===== src/rtl/ahb_to_apb_bridge.sv =====
// AHB-Lite slave to APB4 master bridge: one transfer in flight, AHB and APB share PCLK.
// Illegal size/alignment, APB slave errors and PREADY timeouts end in a two-cycle AHB ERROR.
module ahb_to_apb_bridge #(
  parameter int unsigned TIMEOUT = 0
) (
  input  logic        PCLK,
  input  logic        PRESETn,
  input  logic        HSEL,
  input  logic [31:0] HADDR,
  input  logic [1:0]  HTRANS,
  input  logic        HWRITE,
  input  logic [2:0]  HSIZE,
  input  logic [3:0]  HPROT,
  input  logic [31:0] HWDATA,
  input  logic        HREADY,
  output logic        HREADYOUT,
  output logic        HRESP,
  output logic [31:0] HRDATA,
  output logic        PSEL,
  output logic        PENABLE,
  output logic        PWRITE,
  output logic [31:0] PADDR,
  output logic [31:0] PWDATA,
  output logic [3:0]  PSTRB,
  output logic [2:0]  PPROT,
  input  logic [31:0] PRDATA,
  input  logic        PREADY,
  input  logic        PSLVERR
);

  typedef enum logic [2:0] {
    ST_IDLE   = 3'd0,
    ST_WDATA  = 3'd1,
    ST_SETUP  = 3'd2,
    ST_ACCESS = 3'd3,
    ST_DONE   = 3'd4,
    ST_ERR1   = 3'd5,
    ST_ERR2   = 3'd6
  } state_t;

  localparam logic [16:0] TIMEOUT_W  = 17'(TIMEOUT);
  localparam logic        TIMEOUT_EN = (TIMEOUT != 32'd0);

  function automatic logic size_ok_f(input logic [2:0] size, input logic [1:0] lsb);
    logic ok;
    case (size)
      3'd0:    ok = 1'b1;
      3'd1:    ok = (lsb[0] == 1'b0);
      3'd2:    ok = (lsb == 2'b00);
      default: ok = 1'b0;
    endcase
    return ok;
  endfunction

  function automatic logic [3:0] strb_f(input logic write, input logic [2:0] size,
                                        input logic [1:0] lsb);
    logic [3:0] s;
    if (!write) begin
      s = 4'b0000;
    end else begin
      case (size)
        3'd0:    s = 4'b0001 << lsb;
        3'd1:    s = 4'b0011 << {lsb[1], 1'b0};
        3'd2:    s = 4'b1111;
        default: s = 4'b0000;
      endcase
    end
    return s;
  endfunction

  state_t      state_r;
  state_t      state_s;
  logic [15:0] wait_cnt_r;
  logic        cap_phase_s;
  logic        cap_s;
  logic        timeout_hit_s;

  logic        psel_r;
  logic        penable_r;
  logic        pwrite_r;
  logic [31:0] paddr_r;
  logic [31:0] pwdata_r;
  logic [3:0]  pstrb_r;
  logic [2:0]  pprot_r;
  logic        hreadyout_r;
  logic        hresp_r;
  logic [31:0] hrdata_r;

  logic unused_s;
  assign unused_s = ^{HTRANS[0], HPROT[3:2]};

  assign cap_phase_s   = (state_r == ST_IDLE) || (state_r == ST_DONE) || (state_r == ST_ERR2);
  assign cap_s         = cap_phase_s && HSEL && HTRANS[1] && HREADY;
  assign timeout_hit_s = TIMEOUT_EN && (({1'b0, wait_cnt_r} + 17'd1) == TIMEOUT_W);

  // Next-state decode for the transfer sequencer.
  always_comb begin
    state_s = state_r;
    case (state_r)
      ST_IDLE, ST_DONE, ST_ERR2: begin
        if (cap_s) begin
          if (!size_ok_f(HSIZE, HADDR[1:0])) begin
            state_s = ST_ERR1;
          end else if (HWRITE) begin
            state_s = ST_WDATA;
          end else begin
            state_s = ST_SETUP;
          end
        end else begin
          state_s = ST_IDLE;
        end
      end
      ST_WDATA:  state_s = ST_SETUP;
      ST_SETUP:  state_s = ST_ACCESS;
      ST_ACCESS: begin
        if (PREADY) begin
          if (PSLVERR) begin
            state_s = ST_ERR1;
          end else begin
            state_s = ST_DONE;
          end
        end else if (timeout_hit_s) begin
          state_s = ST_ERR1;
        end else begin
          state_s = ST_ACCESS;
        end
      end
      ST_ERR1:   state_s = ST_ERR2;
      default:   state_s = ST_IDLE;
    endcase
  end

  // State register and saturating PREADY wait counter (zero outside ACCESS).
  always_ff @(posedge PCLK) begin
    if (!PRESETn) begin
      state_r    <= ST_IDLE;
      wait_cnt_r <= 16'd0;
    end else begin
      state_r <= state_s;
      if (state_r != ST_ACCESS) begin
        wait_cnt_r <= 16'd0;
      end else if (!PREADY && (wait_cnt_r != 16'hFFFF)) begin
        wait_cnt_r <= wait_cnt_r + 16'd1;
      end
    end
  end

  // APB handshake outputs, registered from the next state.
  always_ff @(posedge PCLK) begin
    if (!PRESETn) begin
      psel_r    <= 1'b0;
      penable_r <= 1'b0;
    end else begin
      psel_r    <= (state_s == ST_SETUP) || (state_s == ST_ACCESS);
      penable_r <= (state_s == ST_ACCESS);
    end
  end

  // Address-phase capture; held until the next accepted address phase.
  always_ff @(posedge PCLK) begin
    if (!PRESETn) begin
      paddr_r  <= 32'd0;
      pwrite_r <= 1'b0;
      pstrb_r  <= 4'b0000;
      pprot_r  <= 3'b000;
    end else if (cap_s) begin
      paddr_r  <= HADDR;
      pwrite_r <= HWRITE;
      pstrb_r  <= strb_f(HWRITE, HSIZE, HADDR[1:0]);
      pprot_r  <= {~HPROT[0], 1'b0, HPROT[1]};
    end
  end

  // Write data arrives in the AHB data phase, one cycle after the address.
  always_ff @(posedge PCLK) begin
    if (!PRESETn) begin
      pwdata_r <= 32'd0;
    end else if (state_r == ST_WDATA) begin
      pwdata_r <= HWDATA;
    end
  end

  // Read data only updates on an error-free read completion.
  always_ff @(posedge PCLK) begin
    if (!PRESETn) begin
      hrdata_r <= 32'd0;
    end else if ((state_r == ST_ACCESS) && PREADY && !PSLVERR && !pwrite_r) begin
      hrdata_r <= PRDATA;
    end
  end

  // AHB response, registered from the next state.
  always_ff @(posedge PCLK) begin
    if (!PRESETn) begin
      hreadyout_r <= 1'b1;
      hresp_r     <= 1'b0;
    end else begin
      hreadyout_r <= (state_s == ST_IDLE) || (state_s == ST_DONE) || (state_s == ST_ERR2);
      hresp_r     <= (state_s == ST_ERR1) || (state_s == ST_ERR2);
    end
  end

  assign PSEL      = psel_r;
  assign PENABLE   = penable_r;
  assign PWRITE    = pwrite_r;
  assign PADDR     = paddr_r;
  assign PWDATA    = pwdata_r;
  assign PSTRB     = pstrb_r;
  assign PPROT     = pprot_r;
  assign HREADYOUT = hreadyout_r;
  assign HRESP     = hresp_r;
  assign HRDATA    = hrdata_r;

endmodule


===== config.mk =====
export PLATFORM = sky130hd
export DESIGN_NAME = ahb_to_apb_bridge
export DESIGN_NICKNAME = d
export VERILOG_FILES = /design/src/rtl/ahb_to_apb_bridge.sv
export SDC_FILE = /design/constraint.sdc
export NUM_CORES = 1
export LEC_CHECK = 0
export CAP_MARGIN = 15
export CORE_MARGIN = 2
export CORE_UTILIZATION = 41
export DETAILED_ROUTE_END_ITERATION = 7
export DONT_BUFFER_PORTS = 1
export SLEW_MARGIN = 5
export SYNTH_ARGS = -nofsm -noshare
export SYNTH_HDL_FRONTEND = slang
export SYNTH_SLANG_ARGS = --single-unit

===== constraint.sdc =====
create_clock -name PCLK -period 1.9 [get_ports PCLK]
set_input_delay 0.095 -clock PCLK [delete_from_list [all_inputs] [get_ports PCLK]]
set_output_delay 0.095 -clock PCLK [all_outputs]
set_load 0.03 [all_outputs]

==> run metrics <==
Core Footprint=approximately 9300 sq um; critical path arrival=2070 ps; DR pass1 iterations=5; Clk pin slew, worst setup/hold paths=100 ps; outcome=complete, no violations; Site Rows=35; clk sink count=110; Tcrit/Tclk final=93.0%; drc violations=0; top-area cell type share of the netlist area=between 50% and 60%; CTS tree=done; vias per cell=about 5; NetSw=0.00118 W; Crit Path Class=flop to flop; CTS root buf=clkbuf_8; RSZ-0062 raised after global routing=no; cts repair resizes=0; synth warn=0; area delta synth->final=33.3%; Syn Inst Count=about 500; post-route ant nets=0; Sw Share=27.4%; VDD IR max=between 400 and 500 uV; Int Pwr=0.00312 W; CTS buffer count=9; startpoint types=flop; die height=102 um; Initial Util=42.6%; synthesized area=between 3000 and 4000 sq um; n_diodes=0; Mapped Avg Cell Area=7.92 sq um; Seq pwr share=a little under 60%; Setup Fix Bufs, Post-CTS=0; Min Hold Slack=19.9 ps; final critical-path required period=1770 ps; IO Pins=220; worst-path fanout max=5; Fin. Hold Viols=0; CP endpoint kind=flop; commonest cells in the netlist=nand2_1, dfxtp_1, a21oi_1, clkbuf_1, buf_2; Setup TNS=0 ps; vias=3638; Max-Cap Viols=0; Synth Register Bits=110; clock skew=10.7 ps; port bufs=0; drt total wl=11.0 mm; die area=10500 sq um; Die Wd=102 um; Slew Viols, Final=0; Final Wtd Congestion=0.748; clock share of power=31.6%; Max Root-Sink Buffers=2; first-pass GRT wire length=16.5 mm; Overall Global Routing Usage=20.1%; Fill cells=802; leakage=1.82 nW; initial antenna violation count=0; Iter 0 DRT Violations=about 140; top cell type by total area after synthesis=dfxtp_1; Req. time, crit path=2200 ps; Power Dens Cells=a little over 800 nW/um^2; FFs w/ async S/R, synth=0%; sequential area share after synthesis=55.5%; number of global-route vias before repair=3515; largest cells by area after synthesis=dfxtp_1, nand2_1, a21oi_1, clkbuf_1, buf_2; total grt overflow=0; Final Setup Violations=0; hold crit path type=input pin to flop; routed len/inst=between 15 and 20 um; H-tree Lvls=3; most instantiated library cell after synthesis=nand2_1; Post-synth EDFFs=0; Netlist cell types=31; share of layout cells above drive strength 1=roughly 5.2%; HPWL after detailed placement=6.94 mm; Most used DFF post-synth=dfxtp_1; Comb pwr share=under 10%; Skew-Pair Late Insertion Delay=370 ps; FMAX=0.566 GHz; syn_nets=613; pin count of the biggest net entering global routing=57; nets=roughly 700
[metal layers]
metal	GRT usage (%)	vias up	wire length [um]
li1	-	1798	-
met1	21.8	1664	4390
met2	36.5	156	5540
met3	5.27	20	906
met4	8.82	0	195
met5	0	-	0
[through the flow]
| step | std cells | cell area [sq um] | worst slack [ps] | util [%] | total power [W] |
|---|---|---|---|---|---|
| finish | 724 | 5290 | 132 | 56.7 | 0.00430 |
| floorplan | 501 | 3970 | 426 | - | 0.00275 |
| CTS | 724 | 5290 | 118 | 56.7 | 0.00434 |
| detailed placement | 605 | 4070 | 239 | 43.7 | 0.00282 |
| global placement | 605 | 4070 | 224 | 43.7 | 0.00281 |
| global route | 724 | 5290 | 4.30 | 56.7 | 0.00448 |
[cells in the final DEF (no fill, tap or decap), types with 4 or more instances in the layout]
| master | synthesis | routed |
|---|---|---|
| nand2_1 | 203 | 203 |
| buf_4 | 2 | 7 |
| dlygate4sd3_1 | 0 | 103 |
| dfxtp_1 | 110 | 110 |
| nor2b_1 | 4 | 4 |
| clkbuf_8 | 0 | 10 |
| a21oi_1 | 107 | 107 |
| nor2_1 | 9 | 8 |
[repair_timing]
| action | in CTS | in global routing |
|---|---|---|
| hold buffers | 103 | 0 |
| setup endpoints to repair | 0 | 0 |
| endpoints found under the hold margin | 107 | 0 |
[area by class of cell]
type	instances	area, sq um	share of cell area [%]
inverters	4	16.3	0.307
flip-flops and latches	110	2200	41.6
clock buffers	10	138	2.60
multi-input cells	352	1580	29.9
well taps	129	161	3.05
clock inverters	6	51.3	0.969
repair buffers	113	1140	21.6
[registers in the layout (all words and copies together) (netlist names)]
name	flops
state_r	3
PENABLE	1
PWDATA	32
HRESP	1
PADDR	32
HREADYOUT	1
PWRITE	1
PSTRB	4
PPROT	2
HRDATA	32
PSEL	1
[cells by family (layout without fill, tap and decap cells)]
logic type | after synthesis | in the layout | share of synthesized area [%]
DFF | 110 | 110 | 55.5
and+or+nand+nor | 229 | 229 | 23.0
buffers and inverters | 39 | 133 | 5.01
other | 1 | 1 | 0.0945
AOI/OAI and AO/OA | 122 | 122 | 16.4
[critical path, stage by stage, from the launching register on]
cell and delay, ps:
dfxtp_1 440, nand2_1 170, nor4_4 340, nand2_1 80
dlygate4sd3_1 560, a21oi_1 120
[path summary, 6_finish.rpt]
kind,cells past startpoint,endpoint,from,slack [ps]
max,5,HRDATA[31],state_r[0],130
min,3,PSTRB[2],HSIZE[0],20
max reg2reg,5,HRDATA[31],state_r[0],130
min reg2reg,2,PADDR[23],PADDR[23],610
[power groups by stage]
stage / Clock [W] / Sequential [W] / Combinational [W]
6_report: 0.00136 / 0.00253 / 0.000407
5_1_grt: 0.00149 / 0.00254 / 0.000448
4_1_cts: 0.00141 / 0.00253 / 0.000403
3_5_place_dp: 0 / 0.00259 / 0.000230
3_3_place_gp: 0 / 0.00258 / 0.000222
2_1_floorplan: 0 / 0.00257 / 0.000185
Power figures use the tool's default switching activity.
